File: src/rtl/uart_pkg.sv
// uart_pkg: shared definitions for the UART receive/transmit link.
//   - uart_state_e : receiver FSM state encoding
//   - OVERSAMPLE   : ticks per bit period
//   - EVEN / ODD   : parity-type constants
//   - parity_mismatch, majority3 : small bit-decision helpers
package uart_pkg;

  typedef enum logic [2:0] {
    IDLE   = 3'd0,
    START  = 3'd1,
    DATA   = 3'd2,
    PARITY = 3'd3,
    STOP   = 3'd4,
    BREAK  = 3'd5
  } uart_state_e;

  localparam int   OVERSAMPLE     = 16;
  localparam logic EVEN           = 1'b0;
  localparam logic ODD            = 1'b1;
  localparam int   MAX_DATA_WIDTH = 9;

  // Data is zero-extended by the caller; the extra zeros do not change the XOR.
  function automatic logic parity_mismatch(input logic [MAX_DATA_WIDTH-1:0] data,
                                           input logic pbit,
                                           input logic ptype);
    return (((^data) ^ pbit) != ptype);
  endfunction

  function automatic logic majority3(input logic a, input logic b, input logic c);
    return ((a & b) | (a & c) | (b & c));
  endfunction

endpackage

File: src/rtl/uart_baud_tick.sv
// uart_baud_tick: 16x oversampling tick divider, shared by UART RX and TX.
//   clk  : system clock
//   rst  : synchronous active-high reset
//   clr  : synchronous clear; restarts the divide so ticks phase-align to an event
//   tick : one-clock pulse while the count sits at DIV-1
module uart_baud_tick #(
  parameter int DIV = 2
) (
  input  logic clk,
  input  logic rst,
  input  logic clr,
  output logic tick
);

  localparam int            CW   = (DIV > 1) ? $clog2(DIV) : 1;
  localparam logic [CW-1:0] LAST = CW'(DIV - 1);

  logic [CW-1:0] cnt_r;
  logic [CW-1:0] cnt_nx;

  // Next divider count: clear wins, otherwise count and wrap at DIV-1.
  always_comb begin
    cnt_nx = cnt_r;
    if (clr || (cnt_r == LAST)) begin
      cnt_nx = {CW{1'b0}};
    end else begin
      cnt_nx = cnt_r + CW'(1);
    end
  end

  // Count register plus a registered tick that is high exactly while the count is DIV-1.
  always_ff @(posedge clk) begin
    if (rst) begin
      cnt_r <= {CW{1'b0}};
      tick  <= 1'b0;
    end else begin
      cnt_r <= cnt_nx;
      tick  <= (cnt_nx == LAST);
    end
  end

endmodule

File: src/rtl/uart_rx_os.sv
// uart_rx_os: 16x oversampling UART receiver.
//   clk        : system clock
//   rst        : synchronous active-high reset
//   rx         : asynchronous serial line, idles high
//   rx_data    : received word (LSB first on the line), held until the next rx_valid
//   rx_valid   : one-clock strobe qualifying rx_data and the error flags
//   parity_err : parity mismatch on this frame (0 when parity is disabled)
//   frame_err  : stop bit sampled low
//   busy       : high from start-bit detection until the FSM returns to IDLE
// Optional build macro UART_RX_MAJORITY_EN: every bit decision becomes a 2-of-3
// vote over the two preceding ticks and the decision tick.
module uart_rx_os
  import uart_pkg::*;
#(
  parameter int CLK_FREQ      = 50000000,
  parameter int BAUD_RATE     = 9600,
  parameter int DATA_WIDTH    = 8,
  parameter int PARITY_ENABLE = 1,
  parameter int PARITY_TYPE   = 0
) (
  input  logic                  clk,
  input  logic                  rst,
  input  logic                  rx,
  output logic [DATA_WIDTH-1:0] rx_data,
  output logic                  rx_valid,
  output logic                  parity_err,
  output logic                  frame_err,
  output logic                  busy
);

  localparam int         DIV_RAW  = CLK_FREQ / (BAUD_RATE * OVERSAMPLE);
  localparam int         DIV      = (DIV_RAW < 1) ? 1 : DIV_RAW;
  localparam logic [3:0] LAST_BIT = 4'(DATA_WIDTH - 1);
  localparam logic       PAR_ON   = (PARITY_ENABLE != 0);
  localparam logic       PAR_TYPE = (PARITY_TYPE != 0) ? ODD : EVEN;

  logic [1:0]            rx_sync_r;
  logic                  rx_s;
  logic                  tick_s;
  logic                  clr_s;
  uart_state_e           state_r, state_nx;
  logic [3:0]            samp_cnt_r, samp_cnt_nx;
  logic [3:0]            bit_cnt_r, bit_cnt_nx;
  logic [DATA_WIDTH-1:0] shift_r, shift_nx;
  logic                  pbit_r, pbit_nx;
  logic [3:0]            mid_cnt_s;
  logic                  dec_s;
  logic                  bit_s;
  logic                  done_s;

  // Two-flop synchroniser; idles high so reset does not look like a start bit.
  always_ff @(posedge clk) begin
    if (rst) begin
      rx_sync_r <= 2'b11;
    end else begin
      rx_sync_r <= {rx_sync_r[0], rx};
    end
  end
  assign rx_s = rx_sync_r[1];

  // Restart the divider as the FSM leaves IDLE so ticks line up with the start edge.
  assign clr_s = (state_r == IDLE) && !rx_s;

  uart_baud_tick #(.DIV(DIV)) u_baud_tick (
    .clk  (clk),
    .rst  (rst),
    .clr  (clr_s),
    .tick (tick_s)
  );

  // Start bit is judged at mid-bit (count 7); later bits one full bit on (count 15).
  assign mid_cnt_s = (state_r == START) ? 4'd7 : 4'd15;
  assign dec_s     = tick_s && (samp_cnt_r == mid_cnt_s);

`ifdef UART_RX_MAJORITY_EN
  logic samp_a_r;
  logic samp_b_r;

  // Capture the two early votes taken two ticks and one tick before each decision.
  always_ff @(posedge clk) begin
    if (rst) begin
      samp_a_r <= 1'b1;
      samp_b_r <= 1'b1;
    end else if (tick_s && (samp_cnt_r == (mid_cnt_s - 4'd2))) begin
      samp_a_r <= rx_s;
    end else if (tick_s && (samp_cnt_r == (mid_cnt_s - 4'd1))) begin
      samp_b_r <= rx_s;
    end
  end
  assign bit_s = majority3(samp_a_r, samp_b_r, rx_s);
`else
  assign bit_s = rx_s;
`endif

  // Next-state and datapath updates for the receive FSM.
  always_comb begin
    state_nx    = state_r;
    samp_cnt_nx = samp_cnt_r;
    bit_cnt_nx  = bit_cnt_r;
    shift_nx    = shift_r;
    pbit_nx     = pbit_r;
    done_s      = 1'b0;
    if (tick_s) begin
      samp_cnt_nx = samp_cnt_r + 4'd1;
    end else begin
      samp_cnt_nx = samp_cnt_r;
    end
    case (state_r)
      IDLE: begin
        if (!rx_s) begin
          state_nx    = START;
          samp_cnt_nx = 4'd0;
        end else begin
          state_nx = IDLE;
        end
      end
      START: begin
        if (dec_s && bit_s) begin
          state_nx = IDLE;
        end else if (dec_s) begin
          state_nx    = DATA;
          samp_cnt_nx = 4'd0;
          bit_cnt_nx  = 4'd0;
        end else begin
          state_nx = START;
        end
      end
      DATA: begin
        if (dec_s) begin
          shift_nx   = {bit_s, shift_r[DATA_WIDTH-1:1]};
          bit_cnt_nx = bit_cnt_r + 4'd1;
          if (bit_cnt_r == LAST_BIT) begin
            state_nx = PAR_ON ? PARITY : STOP;
          end else begin
            state_nx = DATA;
          end
        end else begin
          state_nx = DATA;
        end
      end
      PARITY: begin
        if (dec_s) begin
          pbit_nx  = bit_s;
          state_nx = STOP;
        end else begin
          state_nx = PARITY;
        end
      end
      STOP: begin
        // Leaving at mid-stop lets a following start edge be caught with zero idle.
        if (dec_s) begin
          done_s   = 1'b1;
          state_nx = bit_s ? IDLE : BREAK;
        end else begin
          state_nx = STOP;
        end
      end
      BREAK: begin
        if (rx_s) begin
          state_nx = IDLE;
        end else begin
          state_nx = BREAK;
        end
      end
      default: begin
        state_nx = IDLE;
      end
    endcase
  end

  // FSM and datapath registers.
  always_ff @(posedge clk) begin
    if (rst) begin
      state_r    <= IDLE;
      samp_cnt_r <= 4'd0;
      bit_cnt_r  <= 4'd0;
      shift_r    <= {DATA_WIDTH{1'b0}};
      pbit_r     <= 1'b0;
    end else begin
      state_r    <= state_nx;
      samp_cnt_r <= samp_cnt_nx;
      bit_cnt_r  <= bit_cnt_nx;
      shift_r    <= shift_nx;
      pbit_r     <= pbit_nx;
    end
  end

  // Registered outputs: word and flags are presented the clock after the mid-stop decision.
  always_ff @(posedge clk) begin
    if (rst) begin
      rx_data    <= {DATA_WIDTH{1'b0}};
      rx_valid   <= 1'b0;
      parity_err <= 1'b0;
      frame_err  <= 1'b0;
      busy       <= 1'b0;
    end else begin
      rx_valid <= done_s;
      busy     <= (state_nx != IDLE);
      if (done_s) begin
        rx_data    <= shift_r;
        parity_err <= PAR_ON ? parity_mismatch(MAX_DATA_WIDTH'(shift_r), pbit_r, PAR_TYPE) : 1'b0;
        frame_err  <= !bit_s;
      end else begin
        parity_err <= 1'b0;
        frame_err  <= 1'b0;
      end
    end
  end

endmodule

File: config.mk
export PLATFORM = sky130hd
export DESIGN_NAME = uart_rx_os
export DESIGN_NICKNAME = d
export VERILOG_FILES = /design/src/rtl/uart_pkg.sv /design/src/rtl/uart_baud_tick.sv /design/src/rtl/uart_rx_os.sv
export SDC_FILE = /design/constraint.sdc
export NUM_CORES = 1
export LEC_CHECK = 0
export ABC_AREA = 1
export BUFFER_PORTS_ARGS = -buffer_cell sky130_fd_sc_hd__buf_4
export CAP_MARGIN = 20
export CORE_MARGIN = 2
export CORE_UTILIZATION = 35
export CTS_CLUSTER_SIZE = 25
export DETAILED_ROUTE_END_ITERATION = 6
export MAX_ROUTING_LAYER = met4
export PLACE_DENSITY = 0.54
export SYNTH_ARGS = -nofsm -noshare
export SYNTH_HDL_FRONTEND = slang
export SYNTH_HIERARCHICAL = 1
export SYNTH_SLANG_ARGS = --single-unit
File: constraint.sdc
create_clock -name clk -period 1.7 [get_ports clk]
set_input_delay 0.255 -clock clk [delete_from_list [all_inputs] [get_ports clk]]
set_output_delay 0.255 -clock clk [all_outputs]
set_load 0.05 [all_outputs]
==> results of run 1 <==
-- logic make-up after synthesis --
family	count (synthesis)	synth area share
AND/OR/NAND/NOR	151	0.343
XOR/XNOR	4	0.0159
AO/OA/AOI/OAI	47	0.110
adder cells (fa/ha/maj)	4	0.0227
buffers and inverters	54	0.104
flip-flops	44	0.399
multiplexers	1	0.00453
-- routing by layer --
layer	vias up	routed length (µm)	global-route usage	share of wire
met4	0	62	0.0455	0.015
li1	994	-	-	-
met1	811	2160	0.168	0.51
met5	-	0	-	0
met3	7	129	0.0338	0.031
met2	18	1860	0.205	0.44
-- power breakdown --
group          total, mW  leakage [nW]  switching [mW]  internal (mW)
clock network      0.823        0.0548           0.381          0.443
registers           1.07         0.356          0.0213           1.05
logic              0.125         0.661          0.0815         0.0437
-- sequential cells by signal, indices dropped and copies added, names as in the netlist --
signal,count
busy,1
u_baud_tick/cnt_r,9
pbit_r,1
rx_sync_r,2
bit_cnt_r,4
rx_data,8
rx_valid,1
samp_cnt_r,4
parity_err,1
frame_err,1
state_r,3
u_baud_tick/tick,1
shift_r,8
-- per-stage QoR --
step / total power [mW] / utilization
after global placement: 1.21 / 0.394
after floorplan: 1.18 / -
after CTS: 2.05 / 0.413
after global routing: 2.10 / 0.415
after detailed placement: 1.22 / 0.394
final: 2.02 / 0.415
-- timing repair --
action,4_1_cts,5_1_grt
gates resized for setup,0,2
hold endpoints to repair,0,0
buffers inserted,0,0
endpoints found under the setup margin,0,8
-- Yosys cell counts, types with 3 or more instances --
master    number
a21oi_1       25
buf_4          3
clkbuf_1       3
dfxtp_1       44
ha_1           4
inv_1         41
inv_2          4
nand2_1       65
nand2_2        6
nand3_1       14
nand3_2        3
nand4_1        7
nor2_1        29
nor2_2         8
nor3_1         5
nor3_2         3
o21ai_0       17
-- how the worst max path moves through the flow --
stage / end / cells past startpoint / start / slack, ns
after floorplan: u_baud_tick/cnt_r[2] / 8 / u_baud_tick/cnt_r[0] / 0.36
after global placement: rx_data[2] / 6 / samp_cnt_r[0] / 0.15
after detailed placement: rx_data[7] / 6 / samp_cnt_r[0] / 0.13
after CTS: rx_data[7] / 6 / samp_cnt_r[0] / 0.11
after global routing: bit_cnt_r[3] / 10 / samp_cnt_r[0] / 0.02
final: bit_cnt_r[3] / 10 / samp_cnt_r[0] / 0.18
-- layout make-up --
cell class | count | area [µm²]
sequential | 44 | 882
inverter | 45 | 169
fill | 658 | 3530
timing repair buffer | 18 | 135
clock buffer | 5 | 68.8
tap | 75 | 93.8
clock inverter | 3 | 46.3
multi-input combinational | 207 | 1100
-- worst max-delay path, delay by kind of cell (launching register included) --
kind | cells | cell delay [ns]
adders and majority gates | 1 | 0.20
buffers and inverters | 1 | 0.09
DFF | 1 | 0.36
and+or+nand+nor | 8 | 0.78
==> results.json, run 1 <==
{
  "slew_headroom": 0.619,
  "portBuffers": 14,
  "cts-root-buf": "clkbuf_8",
  "postCtsHoldBufs": 0,
  "antenna_found_initial": 0,
  "synth_nets": 312,
  "cts_tree": "done",
  "min_period_ns": 1.52,
  "ys_async_sr_fraction": 0,
  "grt_start_max_net_pins": 21,
  "n_antenna_cell": 0,
  "drc_errors": 0,
  "preCtsSetupSlack_ns": 0.126,
  "cp_max_fo": 9,
  "grt_pass1_vias": 1683,
  "ys_warn_count": 6,
  "ys_seq_elements": 44,
  "htree_num_levels": 2,
  "holdCritPathClass": "input port to flip-flop",
  "clkSlewWorstSetupHoldPaths_ns": 0.09,
  "rsz0062_at_grt": "false",
  "cp_slowest_cell": "dfxtp_1",
  "whs_path_depth": 2,
  "synth_area_leader_cell": "dfxtp_1",
  "num_io_pins": 15,
  "cts_buffers": 5,
  "drt_iter0_markers": 113,
  "r2r-start": "samp_cnt_r[0]",
  "post_drt_via_cell_ratio": 4.61,
  "synth_area_um2": 2210,
  "yosys-top-cells-area": "dfxtp_1, nand2_1, inv_1",
  "synth_top_area_frac": 0.399,
  "fin_crit_sh": 0.892,
  "hold_path.startpoint": "rx",
  "ys_types": 33,
  "p_per_area_nw_per_um2": 806,
  "yosysSeqAreaShare": 0.399,
  "grt_pass1_wl_mm": 7.56,
  "finalSetupTns_ns": 0,
  "finalHoldViolations": 0,
  "worst_slack_ns": 0.184,
  "r2r_cells": 10,
  "place_congestion": 0.846,
  "syn_area_per_cell_um2": 7.24,
  "wire_per_inst_um": 10.6,
  "overflow": 0,
  "peakVddDrop_uv": 306,
  "outcome": "finished, final reports clean",
  "final_area_um2": 2500,
  "area_growth_pct": 13.2,
  "clk_latency_ns": 0.30,
  "final_nets": 328,
  "hold_slack_ns": 0.138,
  "die_x_um": 83.4,
  "clock_path_buffers": 2,
  "worst_pin_slew_ns": 0.571,
  "core_um2": 6030,
  "cp.arrival_ns": 1.72,
  "dpl.cell_count": 389,
  "start_util": 0.366,
  "skew_ns": 0.00657,
  "startpoint_type": "flip-flop",
  "path_class": "flip-flop to flip-flop",
  "instances_no_fill": 397,
  "dr.pass1.iters": 4,
  "synthCells": 305,
  "dieHeight_um": 83.4,
  "dp_hpwl_mm": 3.05,
  "placed_area_um2": 2380,
  "p_leak_nw": 1.07,
  "wl_mm": 4.21,
  "hold_end": "rx_sync_r[0]",
  "ant_nets": 0,
  "dieArea_um2": 6960,
  "num_vias": 1830,
  "cp_slowest_stage_delay_ns": 0.36,
  "end_kind": "flip-flop",
  "slew_violations": 0,
  "cpMostUsedCell": "nand2_1",
  "cts_sinks": 44,
  "synth_ff_type": "dfxtp_1",
  "grt_use_total": 0.132,
  "regToRegEndpoint": "bit_cnt_r[3]",
  "final_cell_mix": "nand2_1, dfxtp_1, inv_1",
  "cp_data_required_time_ns": 1.90,
  "std_cell_rows": 28,
  "fmax_ghz": 0.660,
  "final_common_cell": "nand2_1",
  "drv_cap": 0,
  "path_cells": "ha_1 > nand2_2 > nor2_8 > nand2_1 > nor2_2 > inv_2 > nand2_4 > nand3_1 > nand2_1 > nor2_1",
  "drive_gt1_frac": 0.186,
  "r2r_slack_ns": 0.18,
  "synth_edf_count": 0,
  "setup_viol": 0
}
(Power assumes the default switching activity.)
==> inputs of run 2 (changes only) <==
- CORE_UTILIZATION: 35 -> 59
- PLACE_DENSITY: 0.54 -> 0.81
==> run 2 against run 1 <==
Net effect:
- cell area fell by 2.5%
- sequential power barely moved
- via count rose by 1.3%
- register-to-register slack improved by 0.02 ns
- critical path depth did not move
- total power fell by 8.4%
- global-route usage rose by 8.5 points
- clock power fell by 20%
- largest cell class unchanged
- largest power group unchanged
==> results.json, run 2 (same netlist as run 1, synthesis figures left out) <==
{
  "std_cell_rows": 22,
  "cp.arrival_ns": 1.69,
  "met1_usage": 0.267,
  "dr.pass1.iters": 4,
  "preCtsSetupSlack_ns": 0.164,
  "peakVddDrop_uv": 451,
  "fmax_ghz": 0.668,
  "cp_data_required_time_ns": 1.89,
  "cts_tree": "done",
  "grt_start_max_net_pins": 21,
  "worst_slack_ns": 0.204,
  "startpoint_type": "flip-flop",
  "n_antenna_cell": 0,
  "place_congestion": 0.914,
  "area_growth_pct": 10.4,
  "clkSlewWorstSetupHoldPaths_ns": 0.07,
  "drt_iter0_markers": 121,
  "end_kind": "flip-flop",
  "die_x_um": 65.2,
  "p_per_area_nw_per_um2": 757,
  "setup_viol": 0,
  "dieArea_um2": 4250,
  "cts-root-buf": "clkbuf_8",
  "skew_ns": 0.00571,
  "path_class": "flip-flop to flip-flop",
  "portBuffers": 14,
  "clock_path_buffers": 2,
  "grt.busiest_layer": "met2",
  "num_vias": 1853,
  "outcome": "finished, final reports clean",
  "wire_per_inst_um": 10.7,
  "grt_use_total": 0.217,
  "dp_hpwl_mm": 2.93,
  "slew_headroom": 0.664,
  "cp_max_fo": 9,
  "p_leak_nw": 1.06,
  "holdCritPathClass": "input port to flip-flop",
  "grt_pass1_wl_mm": 6.93,
  "cts_sinks": 44,
  "use_met3": 0.0548,
  "dieHeight_um": 65.2,
  "top_register": "u_baud_tick/cnt_r",
  "fin_crit_sh": 0.880,
  "cts_buffers": 5,
  "finalHoldViolations": 0,
  "slew_violations": 0,
  "final_common_cell": "nand2_1",
  "grtUsageMet2": 0.330,
  "overflow": 0,
  "postCtsHoldBufs": 0,
  "ant_nets": 0,
  "core_um2": 3630,
  "wl_mm": 3.94,
  "antenna_found_initial": 0,
  "final_cell_mix": "nand2_1, dfxtp_1, inv_1",
  "htree_num_levels": 2,
  "worst_pin_slew_ns": 0.504,
  "drive_gt1_frac": 0.175,
  "rsz0062_at_grt": "false",
  "start_util": 0.608,
  "num_io_pins": 15,
  "drv_cap": 0,
  "top_regs": "u_baud_tick/cnt_r (9), rx_data (8), shift_r (8)",
  "finalPower_mw": 1.85,
  "clk_latency_ns": 0.29,
  "drc_errors": 0,
  "grt_pass1_vias": 1655,
  "finalSetupTns_ns": 0,
  "post_drt_via_cell_ratio": 5.04,
  "final_nets": 326,
  "largest_reg_flops": 9,
  "min_period_ns": 1.50
}
[run 2: changes by cell type in the layout (fill, tap and decap cells not counted)]
| cell | before | now |
|---|---|---|
| buf_4 | 18 | 15 |
| bufinv_16 | 1 | 0 |
| clkinvlp_4 | 1 | 0 |
| clkbuf_8 | 5 | 6 |
| buf_12 | 0 | 1 |
| clkbuf_1 | 0 | 2 |
| inv_6 | 1 | 0 |
[run 2: critical path, cell delays in order (launching register included)]
cell and delay [ns]:
dfxtp_1 0.36, ha_1 0.20, nand2_2 0.09, nor2_8 0.17, nand2_1 0.08, nor2_2 0.14
inv_2 0.09, nand2_4 0.09, nand3_1 0.07, nand2_1 0.06, nor2_1 0.03
[run 2: where the power goes]
part           internal (mW)  switching [mW]
clock                  0.331           0.325
sequential              1.05          0.0207
combinational         0.0426          0.0807
total                   1.42           0.426
[run 2: per-stage QoR]
step / hold WS (ns) / utilization / area, µm² / std cells
2_1_floorplan: 0.326 / - / 2210 / 305
3_3_place_gp: 0.409 / 0.644 / 2340 / 360
3_5_place_dp: 0.398 / 0.644 / 2340 / 360
4_1_cts: 0.132 / 0.669 / 2430 / 368
5_1_grt: 0.134 / 0.671 / 2440 / 368
6_report: 0.145 / 0.671 / 2440 / 368
[run 2: worst paths after layout]
| check | start | to | slack (ns) | cells past startpoint |
|---|---|---|---|---|
| worst max-delay path | samp_cnt_r[0] | bit_cnt_r[3] | 0.20 | 10 |
| worst min-delay path | rx | rx_sync_r[0] | 0.14 | 2 |
| worst max register to register | samp_cnt_r[0] | bit_cnt_r[3] | 0.20 | 10 |
| worst min register to register | rx_sync_r[0] | rx_sync_r[1] | 0.43 | 1 |
[run 2: routing by layer]
layer | part of all wire | vias up
li1 | - | 995
met3 | 0.044 | 5
met4 | 0.014 | 0
met1 | 0.49 | 813
met2 | 0.45 | 40
met5 | 0 | -
[run 2: layout make-up]
class / count / area [µm²]
Fill cell: 324 / 1190
Multi-Input combinational cell: 207 / 1100
Sequential cell: 44 / 882
Inverter: 45 / 169
Timing Repair Buffer: 16 / 133
Clock buffer: 8 / 90.1
Tap cell: 48 / 60.1
[run 2: repair_timing]
| item | in CTS | in global routing |
|---|---|---|
| endpoints found under the setup margin | 0 | 3 |
| setup buffers | 0 | 0 |
| resized for setup | 0 | 2 |
==> inputs of run 3 (changes only) <==
- CAP_MARGIN: 20 -> default
- clock period: 1.7 -> 1.6 ns (I/O delays scaled with it)
==> run 3 against run 2 <==
Net effect:
- fmax fell by 0.57%
- clock power grew 77%
- largest power group is now clock
- die area unchanged
- core utilization is 3.1 points higher
- final cell count grew 0.82%
- sequential share of layout area fell by 1.5 points
- combinational power up 15%
- via count grew 3.7%
- worst hold slack worse by 0.020 ns
- count of clock-buffer cells in the layout is 3 lower
- register-to-register slack worse by 0.11 ns
- critical path depth did not move
==> results.json, run 3 (same netlist as run 1, synthesis figures left out) <==
{
  "cts_buffers": 5,
  "largest_reg_flops": 9,
  "worst_pin_slew_ns": 0.481,
  "placed_area_um2": 2340,
  "portBuffers": 14,
  "cp_data_required_time_ns": 1.80,
  "cp_max_fo": 5,
  "grt_use_total": 0.225,
  "min_period_ns": 1.50,
  "hold_slack_ns": 0.125,
  "final_nets": 329,
  "setup_viol": 0,
  "post_drt_via_cell_ratio": 5.18,
  "clk_latency_ns": 0.30,
  "slew_headroom": 0.679,
  "ant_nets": 0,
  "dieArea_um2": 4250,
  "hold_end": "rx_sync_r[0]",
  "n_antenna_cell": 0,
  "finalSetupTns_ns": 0,
  "wire_per_inst_um": 11.7,
  "final_cell_mix": "nand2_1, inv_1, dfxtp_1",
  "end_kind": "flip-flop",
  "top_regs": "u_baud_tick/cnt_r (9), rx_data (8), shift_r (8)",
  "cp.arrival_ns": 1.70,
  "fmax_ghz": 0.664,
  "top_register": "u_baud_tick/cnt_r",
  "std_cell_rows": 22,
  "drv_cap": 0,
  "whs_path_depth": 2,
  "final_common_cell": "nand2_1",
  "slew_violations": 0,
  "p_leak_nw": 1.11,
  "final_area_um2": 2550,
  "drive_gt1_frac": 0.204,
  "clock_path_buffers": 2,
  "area_growth_pct": 15.6,
  "core_um2": 3630,
  "antenna_found_initial": 0,
  "wl_mm": 4.34,
  "place_congestion": 0.872,
  "dp_hpwl_mm": 2.90,
  "num_vias": 1921,
  "rsz0062_at_grt": "true",
  "skew_ns": 0.00597,
  "final_util": 0.702,
  "dieHeight_um": 65.2,
  "htree_num_levels": 2,
  "p_per_area_nw_per_um2": 953,
  "peakVddDrop_uv": 604,
  "outcome": "finished, final reports clean",
  "fin_crit_sh": 0.941,
  "dr.pass1.iters": 4,
  "regArea_um2": 885,
  "cts-root-buf": "clkbuf_8",
  "instances_no_fill": 371,
  "finalHoldViolations": 0,
  "dpl.cell_count": 362,
  "fillerInstances": 315,
  "drt_iter0_markers": 110,
  "drc_errors": 0,
  "r2r-start": "samp_cnt_r[0]",
  "start_util": 0.608,
  "path_class": "flip-flop to flip-flop",
  "multiInputGateArea_um2": 1140,
  "grt_start_max_net_pins": 21,
  "grt_pass1_wl_mm": 7.36,
  "cts_sinks": 44,
  "holdCritPathClass": "input port to flip-flop",
  "clkSlewWorstSetupHoldPaths_ns": 0.08,
  "r2r_cells": 10,
  "hold_path.startpoint": "rx",
  "grt_pass1_vias": 1789,
  "r2r_slack_ns": 0.1,
  "die_x_um": 65.2,
  "cts_tree": "done",
  "overflow": 0,
  "regToRegEndpoint": "bit_cnt_r[3]",
  "startpoint_type": "flip-flop",
  "num_io_pins": 15
}
[run 3: changes by cell type in the layout (fill, tap and decap cells not counted), sizes merged]
| cell | delta |
|---|---|
| bufinv | +3 |
| clkbuf | -3 |
| buf | +2 |
| nor2 | +1 |
[run 3: repair_timing]
action,in CTS,in global routing
buffers inserted,0,0
hold buffers,0,0
cloned,0,1
endpoints found under the setup margin,1,22
pin swaps,0,1
gates resized for setup,1,13
[run 3: worst max-delay path by stage]
stage	from	end	slack (ns)	cells past startpoint
final	samp_cnt_r[0]	bit_cnt_r[3]	0.1	10
after global routing	state_r[1]	shift_r[4]	-0.004	6
after CTS	u_baud_tick/cnt_r[0]	u_baud_tick/tick	0.08	9
after detailed placement	samp_cnt_r[1]	bit_cnt_r[2]	0.03	6
after global placement	samp_cnt_r[0]	bit_cnt_r[3]	0.09	8
after floorplan	u_baud_tick/cnt_r[0]	u_baud_tick/cnt_r[2]	0.26	8
[run 3: final cells by class]
cell class                 count  share of cell area
clock inverter                 3              0.0353
multi-input combinational    208               0.449
sequential                    44               0.347
inverter                      45              0.0662
timing repair buffer          18              0.0529
tap                           48              0.0235
clock buffer                   5              0.0270
[run 3: power by group]
| group | internal [mW] | leakage, nW | total [mW] | switching, mW |
|---|---|---|---|---|
| registers | 1.11 | 0.357 | 1.13 | 0.0197 |
| clock network | 0.781 | 0.0784 | 1.16 | 0.381 |
| logic | 0.0484 | 0.675 | 0.142 | 0.0932 |
| total | 1.94 | 1.11 | 2.43 | 0.494 |
[run 3: critical path, cell delays in order, from the launching register on]
cell	delay, ns
dfxtp_2	0.35
ha_2	0.22
nand2_4	0.09
nor2_8	0.19
nand2_1	0.11
nor2_4	0.12
inv_2	0.08
nand2_4	0.09
nand3_1	0.07
nand2_1	0.06
nor2_1	0.03
[run 3: per-layer routing]
layer / global-route usage / up-vias / part of all wire
met1: 0.264 / 854 / 0.44
met5: - / - / 0
met4: 0.0885 / 0 / 0.023
li1: - / 1005 / -
met3: 0.0462 / 10 / 0.049
met2: 0.379 / 52 / 0.49
[run 3: per-stage QoR]
| step | setup WS (ns) | power (mW) |
|---|---|---|
| after CTS | 0.0845 | 2.44 |
| after detailed placement | 0.0273 | 1.29 |
| after floorplan | 0.265 | 1.26 |
| after global routing | -0.00352 | 2.50 |
| after global placement | 0.0918 | 1.29 |
| final | 0.0951 | 2.43 |
